**config.mk**
```make
export PLATFORM = sky130hd
export DESIGN_NAME = iot_byte_tx_flat
export DESIGN_NICKNAME = d
export VERILOG_FILES = /design/src/rtl/iotdf_pkg.sv /design/src/rtl/iot_byte_tx_if.sv /design/src/rtl/iot_byte_tx_byte_shifter.sv /design/src/rtl/iot_byte_tx.sv /design/src/flat_wrapper.sv
export SDC_FILE = /design/constraint.sdc
export NUM_CORES = 1
export LEC_CHECK = 0
export ABC_AREA = 1
export BUFFER_PORTS_ARGS = -buffer_cell sky130_fd_sc_hd__buf_2
export CORE_ASPECT_RATIO = 0.75
export CORE_MARGIN = 1
export CORE_UTILIZATION = 44
export CTS_BUF_LIST = sky130_fd_sc_hd__clkbuf_8
export CTS_CLUSTER_SIZE = 8
export DETAILED_ROUTE_END_ITERATION = 8
export PLACE_DENSITY = 0.67
export SLEW_MARGIN = 20
export SYNTH_ARGS = -nofsm -noshare
export SYNTH_HDL_FRONTEND = slang
export SYNTH_SLANG_ARGS = --single-unit
```
**constraint.sdc**
```tcl
create_clock -name clk -period 3.7 [get_ports clk]
set_input_delay 0.37 -clock clk [delete_from_list [all_inputs] [get_ports clk]]
set_output_delay 0.37 -clock clk [all_outputs]
set_load 0.01 [all_outputs]
```
**src/rtl/iotdf_pkg.sv**
```systemverilog
// Shared definitions for the IoT data-filter datapath: function-select codes,
// byte width and default sample geometry.
package iotdf_pkg;

  localparam int unsigned BYTE_W       = 8;
  localparam int unsigned SAMPLE_W_DEF = 128;
  localparam int unsigned ROUND_N_DEF  = 8;

  typedef enum logic [2:0] {
    FN_NONE     = 3'd0,
    FN_MAX      = 3'd1,
    FN_MIN      = 3'd2,
    FN_AVG      = 3'd3,
    FN_EXTRACT  = 3'd4,
    FN_EXCLUDE  = 3'd5,
    FN_PEAK_MAX = 3'd6,
    FN_PEAK_MIN = 3'd7
  } fn_sel_e;

endpackage

```
**src/rtl/iot_byte_tx_if.sv**
```systemverilog
// Sample-in / byte-out bundle between the upstream source, the serializer and
// the filter core. master = environment side, slave = serializer side.
interface iot_byte_tx_if
  import iotdf_pkg::*;
#(
  parameter int unsigned SAMPLE_W = SAMPLE_W_DEF
);

  logic                s_valid;
  logic                s_ready;
  logic [SAMPLE_W-1:0] s_data;
  logic [2:0]          fn_cfg;
  logic                busy;
  logic                in_en;
  logic [BYTE_W-1:0]   iot_in;
  logic [2:0]          fn_sel;
  logic                round_done;

  modport master (
    output s_valid, s_data, fn_cfg, busy,
    input  s_ready, in_en, iot_in, fn_sel, round_done
  );

  modport slave (
    input  s_valid, s_data, fn_cfg, busy,
    output s_ready, in_en, iot_in, fn_sel, round_done
  );

endinterface

```
**src/rtl/iot_byte_tx_byte_shifter.sv**
```systemverilog
// SAMPLE_W-wide load / shift-left-by-one-byte register exposing its MSB byte.
module byte_shifter
  import iotdf_pkg::*;
#(
  parameter int unsigned SAMPLE_W = SAMPLE_W_DEF
) (
  input  logic                clk,
  input  logic                rst_n,
  input  logic                load_i,
  input  logic                shift_i,
  input  logic [SAMPLE_W-1:0] data_i,
  output logic [BYTE_W-1:0]   msb_o
);

  logic [SAMPLE_W-1:0] shift_q, shift_d;

  always_comb begin
    shift_d = shift_q;
    if (load_i) begin
      shift_d = data_i;
    end else if (shift_i) begin
      shift_d = shift_q << BYTE_W;
    end
  end

  always_ff @(posedge clk or negedge rst_n) begin
    if (!rst_n) begin
      shift_q <= '0;
    end else begin
      shift_q <= shift_d;
    end
  end

  assign msb_o = shift_q[SAMPLE_W-1 -: BYTE_W];

endmodule

```
**src/rtl/iot_byte_tx.sv**
```systemverilog
// Serializes 128-bit samples into MSB-first bytes for the filter core, holding
// fn_sel stable across each round of ROUND_N samples and pulsing round_done.
module iot_byte_tx
  import iotdf_pkg::*;
#(
  parameter int unsigned SAMPLE_W = SAMPLE_W_DEF,
  parameter int unsigned ROUND_N  = ROUND_N_DEF
) (
  input  logic           clk,
  input  logic           rst,
  iot_byte_tx_if.slave   bus
);

  localparam int unsigned NBYTES = SAMPLE_W / BYTE_W;
  localparam int unsigned BCNT_W = (NBYTES > 1) ? $clog2(NBYTES) : 1;
  localparam int unsigned SCNT_W = (ROUND_N > 1) ? $clog2(ROUND_N) : 1;
  localparam logic [BCNT_W-1:0] LAST_BYTE = BCNT_W'(NBYTES - 1);
  localparam logic [SCNT_W-1:0] LAST_SAMP = SCNT_W'(ROUND_N - 1);

  typedef enum logic {IDLE, SEND} state_e;

  state_e              state_q, state_d;
  logic [BCNT_W-1:0]   byte_cnt_q, byte_cnt_d;
  logic [SCNT_W-1:0]   samp_cnt_q, samp_cnt_d;
  logic [2:0]          fn_sel_q, fn_sel_d;
  logic                round_done_q, round_done_d;
  logic                last_byte, xfer, ready, accept;
  logic [BYTE_W-1:0]   msb;

  always_comb begin
    state_d      = state_q;
    byte_cnt_d   = byte_cnt_q;
    samp_cnt_d   = samp_cnt_q;
    fn_sel_d     = fn_sel_q;
    round_done_d = 1'b0;

    last_byte = (byte_cnt_q == LAST_BYTE);
    xfer      = (state_q == SEND) && !bus.busy;
    ready     = (state_q == IDLE) || (xfer && last_byte);
    accept    = bus.s_valid && ready;

    if (xfer) begin
      byte_cnt_d = byte_cnt_q + BCNT_W'(1);
      if (last_byte) begin
        state_d = IDLE;
        if (samp_cnt_q == LAST_SAMP) begin
          samp_cnt_d   = '0;
          round_done_d = 1'b1;
        end else begin
          samp_cnt_d = samp_cnt_q + SCNT_W'(1);
        end
      end
    end

    // Test the post-increment count so a back-to-back accept that opens a new
    // round at the same edge as the previous round's last byte still latches.
    if (accept) begin
      byte_cnt_d = '0;
      state_d    = SEND;
      if (samp_cnt_d == '0) begin
        fn_sel_d = bus.fn_cfg;
      end
    end
  end

  always_ff @(posedge clk or negedge rst) begin
    if (!rst) begin
      state_q      <= IDLE;
      byte_cnt_q   <= '0;
      samp_cnt_q   <= '0;
      fn_sel_q     <= '0;
      round_done_q <= 1'b0;
    end else begin
      state_q      <= state_d;
      byte_cnt_q   <= byte_cnt_d;
      samp_cnt_q   <= samp_cnt_d;
      fn_sel_q     <= fn_sel_d;
      round_done_q <= round_done_d;
    end
  end

  byte_shifter #(
    .SAMPLE_W (SAMPLE_W)
  ) u_byte_shifter (
    .clk     (clk),
    .rst_n   (rst),
    .load_i  (accept),
    .shift_i (xfer),
    .data_i  (bus.s_data),
    .msb_o   (msb)
  );

  assign bus.s_ready    = ready;
  assign bus.in_en      = xfer;
  assign bus.iot_in     = (state_q == SEND) ? msb : '0;
  assign bus.fn_sel     = fn_sel_q;
  assign bus.round_done = round_done_q;

endmodule

```
**src/flat_wrapper.sv**
```systemverilog
// flat-port wrapper written by rule: the top's interface ports become plain ports
module iot_byte_tx_flat import iotdf_pkg::*;
#(
  parameter int unsigned SAMPLE_W = SAMPLE_W_DEF,
  parameter int unsigned ROUND_N  = ROUND_N_DEF
)
  (clk, rst, bus_s_valid, bus_s_data, bus_fn_cfg, bus_busy, bus_s_ready, bus_in_en, bus_iot_in, bus_fn_sel, bus_round_done);
  iot_byte_tx_if #(.SAMPLE_W(SAMPLE_W)) bus_i ();
  input  logic clk;
  input  logic rst;
  input wire logic [$bits(bus_i.s_valid)-1:0] bus_s_valid;
  input wire logic [$bits(bus_i.s_data)-1:0] bus_s_data;
  input wire logic [$bits(bus_i.fn_cfg)-1:0] bus_fn_cfg;
  input wire logic [$bits(bus_i.busy)-1:0] bus_busy;
  output wire logic [$bits(bus_i.s_ready)-1:0] bus_s_ready;
  output wire logic [$bits(bus_i.in_en)-1:0] bus_in_en;
  output wire logic [$bits(bus_i.iot_in)-1:0] bus_iot_in;
  output wire logic [$bits(bus_i.fn_sel)-1:0] bus_fn_sel;
  output wire logic [$bits(bus_i.round_done)-1:0] bus_round_done;
  assign bus_i.s_valid = bus_s_valid;
  assign bus_i.s_data = bus_s_data;
  assign bus_i.fn_cfg = bus_fn_cfg;
  assign bus_i.busy = bus_busy;
  assign bus_s_ready = bus_i.s_ready;
  assign bus_in_en = bus_i.in_en;
  assign bus_iot_in = bus_i.iot_in;
  assign bus_fn_sel = bus_i.fn_sel;
  assign bus_round_done = bus_i.round_done;
  iot_byte_tx #(.SAMPLE_W(SAMPLE_W), .ROUND_N(ROUND_N)) u_core (.clk(clk), .rst(rst), .bus(bus_i));
endmodule
```
==> flow_summary.json <==
{
  "maxCapViolations": 0,
  "cts_sinks": 140,
  "path_max_fanout": 67,
  "synth_top_family_by_area": "simple AND/OR/NAND/NOR gates",
  "outcome": "completed",
  "cp-start-kind": "register",
  "initial_core_util_pct": 45.7,
  "synth_compound_area_share_pct": 1.08,
  "ys_types": 20,
  "via_count": 5595,
  "grt_use_total_pct": 22.4,
  "grt_pass1_vias": 5266,
  "powerDensity_mw_per_mm2": 734,
  "path_clk_slew_ns": 0.07,
  "rsz0062_at_grt": "no",
  "relSlewSlack_pct": 47.7,
  "area_delta_synth_final_pct": 20.3,
  "post_cts_resized": 0,
  "firstDrtPassIters": 5,
  "viasPerCell": 5.04,
  "grt_pass1_wl_um": 26000,
  "pre_cts_ws_ns": 1.06,
  "worstMarginPinSlew_ns": 0.784,
  "min_to": "u_core.u_byte_shifter.shift_q[3]",
  "r2r-end": "u_core.u_byte_shifter.shift_q[88]",
  "total_power_mw": 5.62,
  "drt-total-wl_um": 15700,
  "die_w_um": 141,
  "root_buffer": "clkbuf_8",
  "hold_path.class": "input port to register",
  "synth_top_area_share_pct": 55.0,
  "grt_max_degree": 90,
  "final_common_cell": "nand2_1",
  "tns_ns": 0,
  "wl_per_cell_um": 14.1,
  "synth_fp_nets": 919,
  "worst_skew_pair.late_latency_ns": 0.43,
  "layout_common_cells": "294 x nand2_1, 235 x nand3_1, 147 x buf_2",
  "final_util_pct": 55.0,
  "final_cell_area_sq_mm": 0.00766,
  "synthesis.area_sq_mm": 0.00637,
  "cp_data_required_time_ns": 4.02,
  "p_leak_nw": 4.07,
  "fin_hold_ws_ns": 0.136,
  "synth-seq-cells": 140,
  "synth-simple-area-share_pct": 37.0,
  "post_dp_cell_area_sq_mm": 0.00718,
  "synthCells": 781,
  "routabilityCongestion": 0.808,
  "grt.overflow.total": 0,
  "fin_ws_ns": 1.08,
  "synth_top_area_cell": "dfrtp_1",
  "dp.cells": 1077,
  "rows": 37,
  "synth_fa_ha_area_share_pct": 0.590,
  "clock.fmax_mhz": 382,
  "worstHoldStart": "bus_s_data[3]",
  "peakVddDrop_v": 0.000393,
  "cts_tree": "yes",
  "final.period_utilization_pct": 70.7,
  "final_max_slew_viol_count": 0,
  "fin_cells": 1110,
  "hold_viol_final": 0,
  "cts_setup_buffers": 0,
  "synthXorXnorAreaFrac_pct": 0.413,
  "drc": 0,
  "period_needed_ns": 2.62,
  "clock_path_buffers": 2,
  "die_h_um": 106,
  "r2r_slack_ns": 1.08,
  "critPathCaptureType": "register",
  "synth_area_leaders": "dfrtp_1 55%, nand3_1 18%, nand2_1 17%, buf_2 2.1%, inv_1 1.2%",
  "ys_seq_area_share_pct": 55.0,
  "synth_warnings": 0,
  "nets": 1040,
  "dieArea_sq_mm": 0.0150,
  "fin_skew_ns": 0.0101,
  "rr_startpoint": "u_core.state_q",
  "antenna_left": 0,
  "reg2regPathDepth": 8,
  "place_hpwl_um": 10400,
  "min_path_cells": 3,
  "dr.first_iter.drc_count": 402,
  "drive_gt1_share_pct": 21.2,
  "arrival_ns": 2.94,
  "grt_antenna_before_repair": 0,
  "setup_violations": 0,
  "syn_area_per_cell_sq_um": 8.15,
  "io_buffers": 148,
  "cts-buffers-inserted": 17,
  "core_area_sq_mm": 0.0139,
  "yosys-mux-area-fraction_pct": 0,
  "io_pins": 149,
  "htreeDepth": 4,
  "critical_path_class": "register to register"
}
-- cell families after synthesis --
kind of cell / Yosys count
compound gates: 11
xor+xnor: 3
simple gates: 544
buf+inv: 80
fa+ha+maj: 3
flops: 140
-- state kept, by name, summed over array words and instances, names as in the netlist --
name                           flops
u_core.bus.fn_sel                  3
u_core.byte_cnt_q                  4
u_core.samp_cnt_q                  3
u_core.state_q                     1
u_core.bus.round_done              1
u_core.u_byte_shifter.shift_q    128
-- layout make-up --
class	instances	area, sq um
tap	195	244
timing repair buffer	157	855
multi-input combinational	561	2490
inverter	25	100
sequential	140	3500
antenna	1	2.50
clock inverter	11	191
clock buffer	20	275
fill	1307	6270
-- how the worst max path moves through the flow --
stage / start / endpoint / slack (ns) / cells past startpoint
final: u_core.state_q / u_core.u_byte_shifter.shift_q[88] / 1.08 / 8
after global routing: u_core.state_q / u_core.u_byte_shifter.shift_q[93] / 0.85 / 8
after CTS: u_core.state_q / u_core.u_byte_shifter.shift_q[88] / 1.04 / 8
after detailed placement: u_core.state_q / u_core.u_byte_shifter.shift_q[88] / 1.06 / 8
after global placement: u_core.state_q / u_core.u_byte_shifter.shift_q[88] / 1.17 / 8
after floorplan: u_core.byte_cnt_q[0] / u_core.u_byte_shifter.shift_q[84] / 2.16 / 10
-- layer usage --
metal  up-vias  global-route usage [%]  share of wire, %
met1      2627                    33.2                51
met4         0                    7.22               1.1
li1       2784                       -                 -
met3        14                    4.46               5.6
met5         -                       0                 0
met2       170                    32.9                43
-- power by group --
group / leakage, nW / switching [mW] / internal (mW) / total (mW)
logic: 2.00 / 1.13 / 0.654 / 1.78
clock network: 0.232 / 0.575 / 0.852 / 1.43
registers: 1.84 / 0.341 / 2.07 / 2.41
total: 4.07 / 2.04 / 3.58 / 5.62
-- repair_timing --
item                                    4_1_cts  5_1_grt
hold endpoints to repair                     51        0
hold buffers                                  1        0
endpoints found under the setup margin        0        0
-- Yosys cell counts --
| cell | number |
|---|---|
| nand2_1 | 294 |
| nand3_1 | 235 |
| dfrtp_1 | 140 |
| buf_2 | 27 |
| inv_1 | 21 |
| clkbuf_1 | 20 |
| nor2_1 | 12 |
| o21ai_0 | 9 |
| buf_4 | 6 |
| ha_1 | 3 |
| buf_6 | 2 |
| inv_2 | 2 |
| nand2_4 | 2 |
| xnor2_1 | 2 |
| a21oi_1 | 1 |
| clkinv_1 | 1 |
| clkinv_2 | 1 |
| nand3_2 | 1 |
| o21bai_4 | 1 |
| xor2_1 | 1 |
-- worst max-delay path: stages, from the launching register on --
cell,delay (ns)
dfrtp_1,0.64
inv_2,0.06
o21bai_4,0.20
nand2_4,0.09
buf_4,0.55
buf_4,0.65
nand3_1,0.14
o21ai_0,0.12
inv_1,0.05
(Power assumes the default switching activity.)
